**config.mk**
```make
export PLATFORM = sky130hd
export DESIGN_NAME = header_ram_reader
export DESIGN_NICKNAME = d
export VERILOG_FILES = /design/src/rtl/header_ram_reader.sv
export SDC_FILE = /design/constraint.sdc
export NUM_CORES = 1
export LEC_CHECK = 0
export CAP_MARGIN = 20
export CORE_UTILIZATION = 55
export CTS_CLUSTER_SIZE = 24
export DETAILED_ROUTE_END_ITERATION = 8
export HOLD_SLACK_MARGIN = 0.05
export PLACE_DENSITY_LB_ADDON = 0.05
export RECOVER_POWER = 50
export SLEW_MARGIN = 20
export SYNTH_ARGS = -nofsm -noshare
export SYNTH_HDL_FRONTEND = slang
export SYNTH_SLANG_ARGS = --single-unit
```
**constraint.sdc**
```tcl
create_clock -name clock -period 3.5 [get_ports clock]
set_input_delay 0.35 -clock clock [delete_from_list [all_inputs] [get_ports clock]]
set_output_delay 0.35 -clock clock [all_outputs]
set_load 0.01 [all_outputs]
```
**src/rtl/header_ram_reader.sv**
```systemverilog
// Port-B block read sequencer for the header RAM, streaming words through a 2-entry FIFO.
// Optional block checksum on xsum when HEADER_RD_XSUM_EN is defined; otherwise xsum is 0.
module header_ram_reader #(
    parameter int RAM_WIDTH = 9,
    parameter int RAM_ADRB  = 11,
    parameter int CNT_BITS  = RAM_ADRB + 1
) (
    input  logic                 clock,
    input  logic                 reset_n,
    input  logic                 start,
    input  logic [RAM_ADRB-1:0]  start_adr,
    input  logic [CNT_BITS-1:0]  nwords,
    input  logic                 abort,
    output logic                 busy,
    output logic                 done,
    output logic                 rd_enb,
    output logic [RAM_ADRB-1:0]  rd_adrb,
    input  logic [RAM_WIDTH-1:0] rd_datab,
    output logic [RAM_WIDTH-1:0] dout,
    output logic                 dout_valid,
    input  logic                 dout_ready,
    output logic                 dout_last,
    output logic [RAM_WIDTH-1:0] xsum
);
    localparam logic [1:0] S_IDLE  = 2'd0;
    localparam logic [1:0] S_READ  = 2'd1;
    localparam logic [1:0] S_DRAIN = 2'd2;
    localparam logic [1:0] S_DONE  = 2'd3;

    logic [1:0]           r_state;
    logic [RAM_ADRB-1:0]  r_adr;
    logic [CNT_BITS-1:0]  r_nwords;
    logic [CNT_BITS-1:0]  r_issued;
    logic [CNT_BITS-1:0]  r_delivered;
    logic                 r_inflight;
    logic [RAM_WIDTH-1:0] r_fifo [2];
    logic                 r_wptr;
    logic                 r_rptr;
    logic [1:0]           r_count;

    logic w_accept, w_credit, w_issue, w_has_head, w_valid, w_xfer, w_last, w_push, w_pop;

    assign w_accept   = (r_state == S_IDLE) && start && !abort;
    assign w_credit   = (r_count == 2'd0) || ((r_count == 2'd1) && !r_inflight);
    assign w_issue    = (r_state == S_READ) && !abort && (r_issued < r_nwords) && w_credit;
    assign w_has_head = (r_count != 2'd0);
    // A returning word bypasses the empty FIFO so the stream sees it in the return cycle.
    assign w_valid    = w_has_head || r_inflight;
    assign w_xfer     = w_valid && dout_ready;
    assign w_last     = w_valid && ((r_delivered + CNT_BITS'(1)) == r_nwords);
    assign w_push     = r_inflight && !(w_xfer && !w_has_head);
    assign w_pop      = w_xfer && w_has_head;

    assign busy       = (r_state == S_READ) || (r_state == S_DRAIN);
    assign done       = (r_state == S_DONE);
    assign rd_enb     = w_issue;
    assign rd_adrb    = r_adr;
    assign dout_valid = w_valid;
    assign dout_last  = w_last;
    assign dout       = w_has_head ? r_fifo[r_rptr] : (r_inflight ? rd_datab : '0);

    always_ff @(posedge clock or negedge reset_n) begin
        if (!reset_n) begin
            r_state     <= S_IDLE;
            r_adr       <= '0;
            r_nwords    <= '0;
            r_issued    <= '0;
            r_delivered <= '0;
            r_inflight  <= 1'b0;
            r_fifo      <= '{default: '0};
            r_wptr      <= 1'b0;
            r_rptr      <= 1'b0;
            r_count     <= 2'd0;
        end else if (abort) begin
            r_state    <= S_IDLE;
            r_inflight <= 1'b0;
            r_wptr     <= 1'b0;
            r_rptr     <= 1'b0;
            r_count    <= 2'd0;
        end else begin
            r_inflight <= w_issue;
            if (w_issue) begin
                r_adr    <= r_adr + RAM_ADRB'(1);
                r_issued <= r_issued + CNT_BITS'(1);
            end
            if (w_xfer) r_delivered <= r_delivered + CNT_BITS'(1);
            if (w_push) begin
                r_fifo[r_wptr] <= rd_datab;
                r_wptr         <= ~r_wptr;
            end
            if (w_pop) r_rptr <= ~r_rptr;
            case ({w_push, w_pop})
                2'b10:   r_count <= r_count + 2'd1;
                2'b01:   r_count <= r_count - 2'd1;
                default: r_count <= r_count;
            endcase

            case (r_state)
                S_IDLE: begin
                    if (w_accept) begin
                        r_adr       <= start_adr;
                        r_nwords    <= nwords;
                        r_issued    <= '0;
                        r_delivered <= '0;
                        r_state     <= (nwords == '0) ? S_DONE : S_READ;
                    end
                end
                S_READ: begin
                    if (w_issue && ((r_issued + CNT_BITS'(1)) == r_nwords)) r_state <= S_DRAIN;
                end
                S_DRAIN: begin
                    // The final transfer implies nothing in flight and the FIFO empty.
                    if (w_xfer && w_last) r_state <= S_DONE;
                end
                default: r_state <= S_IDLE;
            endcase
        end
    end

`ifdef HEADER_RD_XSUM_EN
    logic [RAM_WIDTH-1:0] r_xsum;

    always_ff @(posedge clock or negedge reset_n) begin
        if (!reset_n)    r_xsum <= '0;
        else if (w_accept) r_xsum <= '0;
        else if (w_xfer)   r_xsum <= r_xsum ^ dout;
    end

    assign xsum = r_xsum;
`else
    assign xsum = '0;
`endif

endmodule

```
* Word-level counts from Yosys, hierarchy flattened
Cells that the tools add are included. Widths: inputs -> output; s select.
Word-level totals: output and inout bits 34, word-level logic and storage cells 97, register bits after elaboration 72, bits of input ports 37
Operators by class: reductions and logical operators 31, add/subtract/negate cells 5, multiplexer cells 30, equality and inequality tests 11, bitwise operators 5, magnitude comparators 4
Operators with widths (number):
- $mux 12 | 6
- $mux 9 | 6
- $mux 11 | 3
- $add 12x1->12 const B | 2
- $eq 12x12->1 | 2
- $bwmux 18 | 1
- $logic_and 1x1->1 | 14
- $logic_not 12->1 | 1
- $lt 12x12->1 | 1
- $mux 2 | 6
- $add 11x1->11 const B | 1
- $demux 9 s1 | 1
- $eq 2x1->1 const B | 3
- $eq 2x2->1 const B | 3
- $ne 3x2->1 const B | 2
- $pmux 2 s3 | 1
- $reduce_and 3->1 | 2
- $reduce_bool 2->1 | 3
- $mux 1 | 5
- $ge 2x2->1 const B | 2
- $logic_not 1->1 | 4
- $logic_not 2->1 | 2
- $not 1->2 | 2
- $pmux 2 s2 | 1
- other kinds (8) | 12

* Logic depth before layout (Yosys ltp)
word-level depth 9, gate-level depth with buffers 11

* Worst setup path after synthesis
OpenSTA, ideal clock, no wires.
kind register to output, from register r_delivered[0], to output port dout_last, data required time 3.150 ns, buffers on the path 0, cell stages (with the launch flop) 9, slack 0.649 ns, arrival time 2.501 ns, cell sequence dfrtp_1 ha_1 xor2_1 a2111oi_0 nand4_1 nand2b_1 nor3_1 o2111ai_1 a2111oi_0
On the way: longest elaborated chain between the ends 3
RTL lines:
- from (decl) | RTL line 34 | logic [CNT_BITS-1:0] r_delivered;
- from (signal assigned) | RTL line 86 | if (w_xfer) r_delivered <= r_delivered + CNT_BITS'(1);
- $add 12x1->12 | RTL line 50 | assign w_last = w_valid && ((r_delivered + CNT_BITS'(1)) == r_nwords);
- $eq 12x12->1 | RTL line 50
- $logic_and 1x1->1 | RTL line 50
- to (decl) | RTL line 22 | output logic dout_last,
Every way passes these cells.

* Worst setup path in the final report
from register r_delivered[1], to output port dout_last
The elaborated chain is that of the path after synthesis.

==> results.tsv <==
metric	value	unit
Design Area, Final	5660	um2
number of port buffers	61	
Final Wtd Congestion	0.900	
Post-Syn Area	4850	um2
CP bufs+invs	1	
area fraction of the dominant cell type after synthesis	37.2	%
area grow syn2layout	16.7	%
DR pass1 iterations	4	
power after layout	0.00363	W
Hold Crit Class	input pin to asynchronous set/reset pin	
final global-route overflow total	0	
initial DRC count	244	
multi-input combinational cell area	2800	um2
clock skew	0.0134	ns
vias in the first global route	3911	
internal power	0.00214	W
Crit path arrival time	2.99	ns
Max clock buf depth	2	
Detailed Route WL	12000	um
Final nets	643	
Crit path max-delay family	compound AO/OA/AOI/OAI gates	
largest net degree at the start of global routing	41	
share of layout cells above drive strength 1	10.3	%
CTS tree	built	
Worst Setup Slack, final	0.156	ns
Final Setup Violations	0	
CTS Root Cell	clkbuf_8	
Async SR Flop Fraction	100	%
overall die width	95.9	um
Worst Tran Pin Value	1.85	ns
Hold Vio Cnt, Final	0	
Crit Path Class	flip-flop to output port	
met2 Use GR	43.8	%
violated checks	capacitance limit, slew limit	
leading area contributor after synthesis	dfrtp_1	
Post-synth EDFFs	0	
Rel. slew slack	-23.2	%
FILL cells	700	
CTS Buf Count	9	
sequential-to-total area share from yosys stat	37.2	%
Setup Buffers After CTS	0	
HPWL after DPL	9020	um
M1 GR Usage	38.5	%
GRT Resource Usage Total	27.7	%
clock sink count	72	
Critical-path top delay cell	dfrtp_1	
unrepaired setup endpoints after global routing	false	
Crit Path Max Fanout	4	
ys flop type	dfrtp_1	
leakage power	2.36	nW
Net Sw Frac	41.2	%
maximum vdd drop	0.351	mV
Starting Density	57.8	%
antenna violations before repair	0	
syn_area_per_cell	9.13	um2
Crit. End Element	output port	
cell area after placement	5490	um2
WL per Instance	17.3	um
die footprint	9190	um2
worst path required time	3.15	ns
Row Count	33	
clock-pin slew on the worst setup and hold paths	0.09	ns
sequential share of power	37.9	%
library cells used by synthesis	70	
Antenna diodes	0	
hold_buf cts	0	
die extent in y	95.9	um
reg2reg setup slack	0.34	ns
H-Tree Depth	3	
register area	1800	um2
PD cells	642	nW/um2
most common cell in the netlist	dfrtp_1	
first-pass GRT wire length	19200	um
setup TNS	0	ns
Psw	0.00149	W
clock share of power	16.6	%
run status	finished with violations	
CORE AREA	8380	um2
minimum clock period	3.34	ns
Ports	71	
top cells by count, synth	dfrtp_1, o21ai_0, nand2_1	
Post-Syn Instances	531	
Synth Warn #	0	
Vias/cell	6.00	
crit-path cells	ha_1 -> xor2_1 -> a2111oi_1 -> nand4_1 -> nand2b_1 -> nor3_1 -> o2111ai_1 -> a2111oi_2 -> dlygate4sd2_1	
post-route antenna net violation count	0	
global route hottest layer	met2	
combinational fraction of design power	45.4	%
Fmax achieved	299	MHz
MaxCap Viol Count	1	
synth top area cells	dfrtp_1, o21ai_0, ha_1	
Max Transition Viols Final	36	
vias	4170	
DRC	0	
GR Util met3	3.40	%
CP startpoint kind	flip-flop	
#FFs+latches synth	72	
Final period util	95.5	%
latest clock arrival within the worst-skew pair	0.35	ns
worst slack at placement	0.0360	ns
CP max stage delay	0.42	ns
==> what timing repair did <==
action,CTS,global route
resized for setup,3,2
pin swaps,0,1
endpoints found under the setup margin,1,2
==> metrics by stage <==
step	utilization, %	hold WS, ns	std cells
after floorplan	-	0.0544	539
after global placement	65.5	0.468	679
after detailed placement	65.5	0.472	679
after CTS	67.6	0.0858	695
after global routing	67.5	0.520	695
final	67.5	0.486	695
==> cell families (layout without fill, tap and decap cells) <==
family	Yosys count	count (layout)	synth area share [%]
simple gates	165	165	18.4
compound gates	149	149	20.3
flops	72	72	37.2
buf+inv	60	111	5.83
mux	32	32	7.15
xor+xnor	31	31	5.60
fa+ha+maj	21	21	5.42
other cells	1	9	0.0774
==> cell type report <==
class | instances | area share (%)
multi-input combinational | 407 | 49.5
sequential | 72 | 31.8
timing repair buffer | 70 | 11.7
tap | 105 | 2.32
clock buffer | 10 | 2.26
inverter | 25 | 1.66
clock inverter | 6 | 0.774
==> power by group through the flow <==
| stage | Sequential [W] | Combinational [W] | Clock (W) |
|---|---|---|---|
| final | 0.00138 | 0.00165 | 0.000604 |
| after global routing | 0.00142 | 0.00182 | 0.000643 |
| after CTS | 0.00137 | 0.00167 | 0.000613 |
| after detailed placement | 0.00139 | 0.00166 | 0 |
| after global placement | 0.00137 | 0.00162 | 0 |
| after floorplan | 0.00131 | 0.00110 | 0 |
==> registers in the layout, indices dropped and copies added, names as in the netlist <==
| register | count |
|---|---|
| r_rptr | 1 |
| r_fifo | 18 |
| r_count | 2 |
| r_issued | 12 |
| r_delivered | 12 |
| r_state | 2 |
| r_inflight | 1 |
| r_nwords | 12 |
| rd_adrb | 11 |
| r_wptr | 1 |
==> final timing paths <==
| check | startpoint | endpoint | cells past startpoint |
|---|---|---|---|
| setup reg to reg | r_issued[2] | r_state[1] | 7 |
| setup / recovery | r_delivered[1] | dout_last | 9 |
| hold / removal | reset_n | r_delivered[10] | 1 |
| min in group clock | r_delivered[11] | r_delivered[11] | 1 |
| hold reg to reg | r_delivered[11] | r_delivered[11] | 1 |
| max in group asynchronous | reset_n | r_fifo[6] | 2 |
==> routing by layer <==
layer	share of wire, %	vias to the layer above
li1	-	2027
met1	47	2014
met2	47	114
met3	4.7	15
met4	1.5	0
met5	0	-
==> cell usage in the layout (no fill, tap or decap), drive strengths merged, types with 17 or more instances in the layout <==
cell,n
a21oi,26
clkdlybuf4s50,51
dfrtp,72
ha,21
inv,26
mux2,21
nand2,51
nand3,17
nor2,24
o21ai,59
Note: power is estimated with default switching activity, not from simulation.
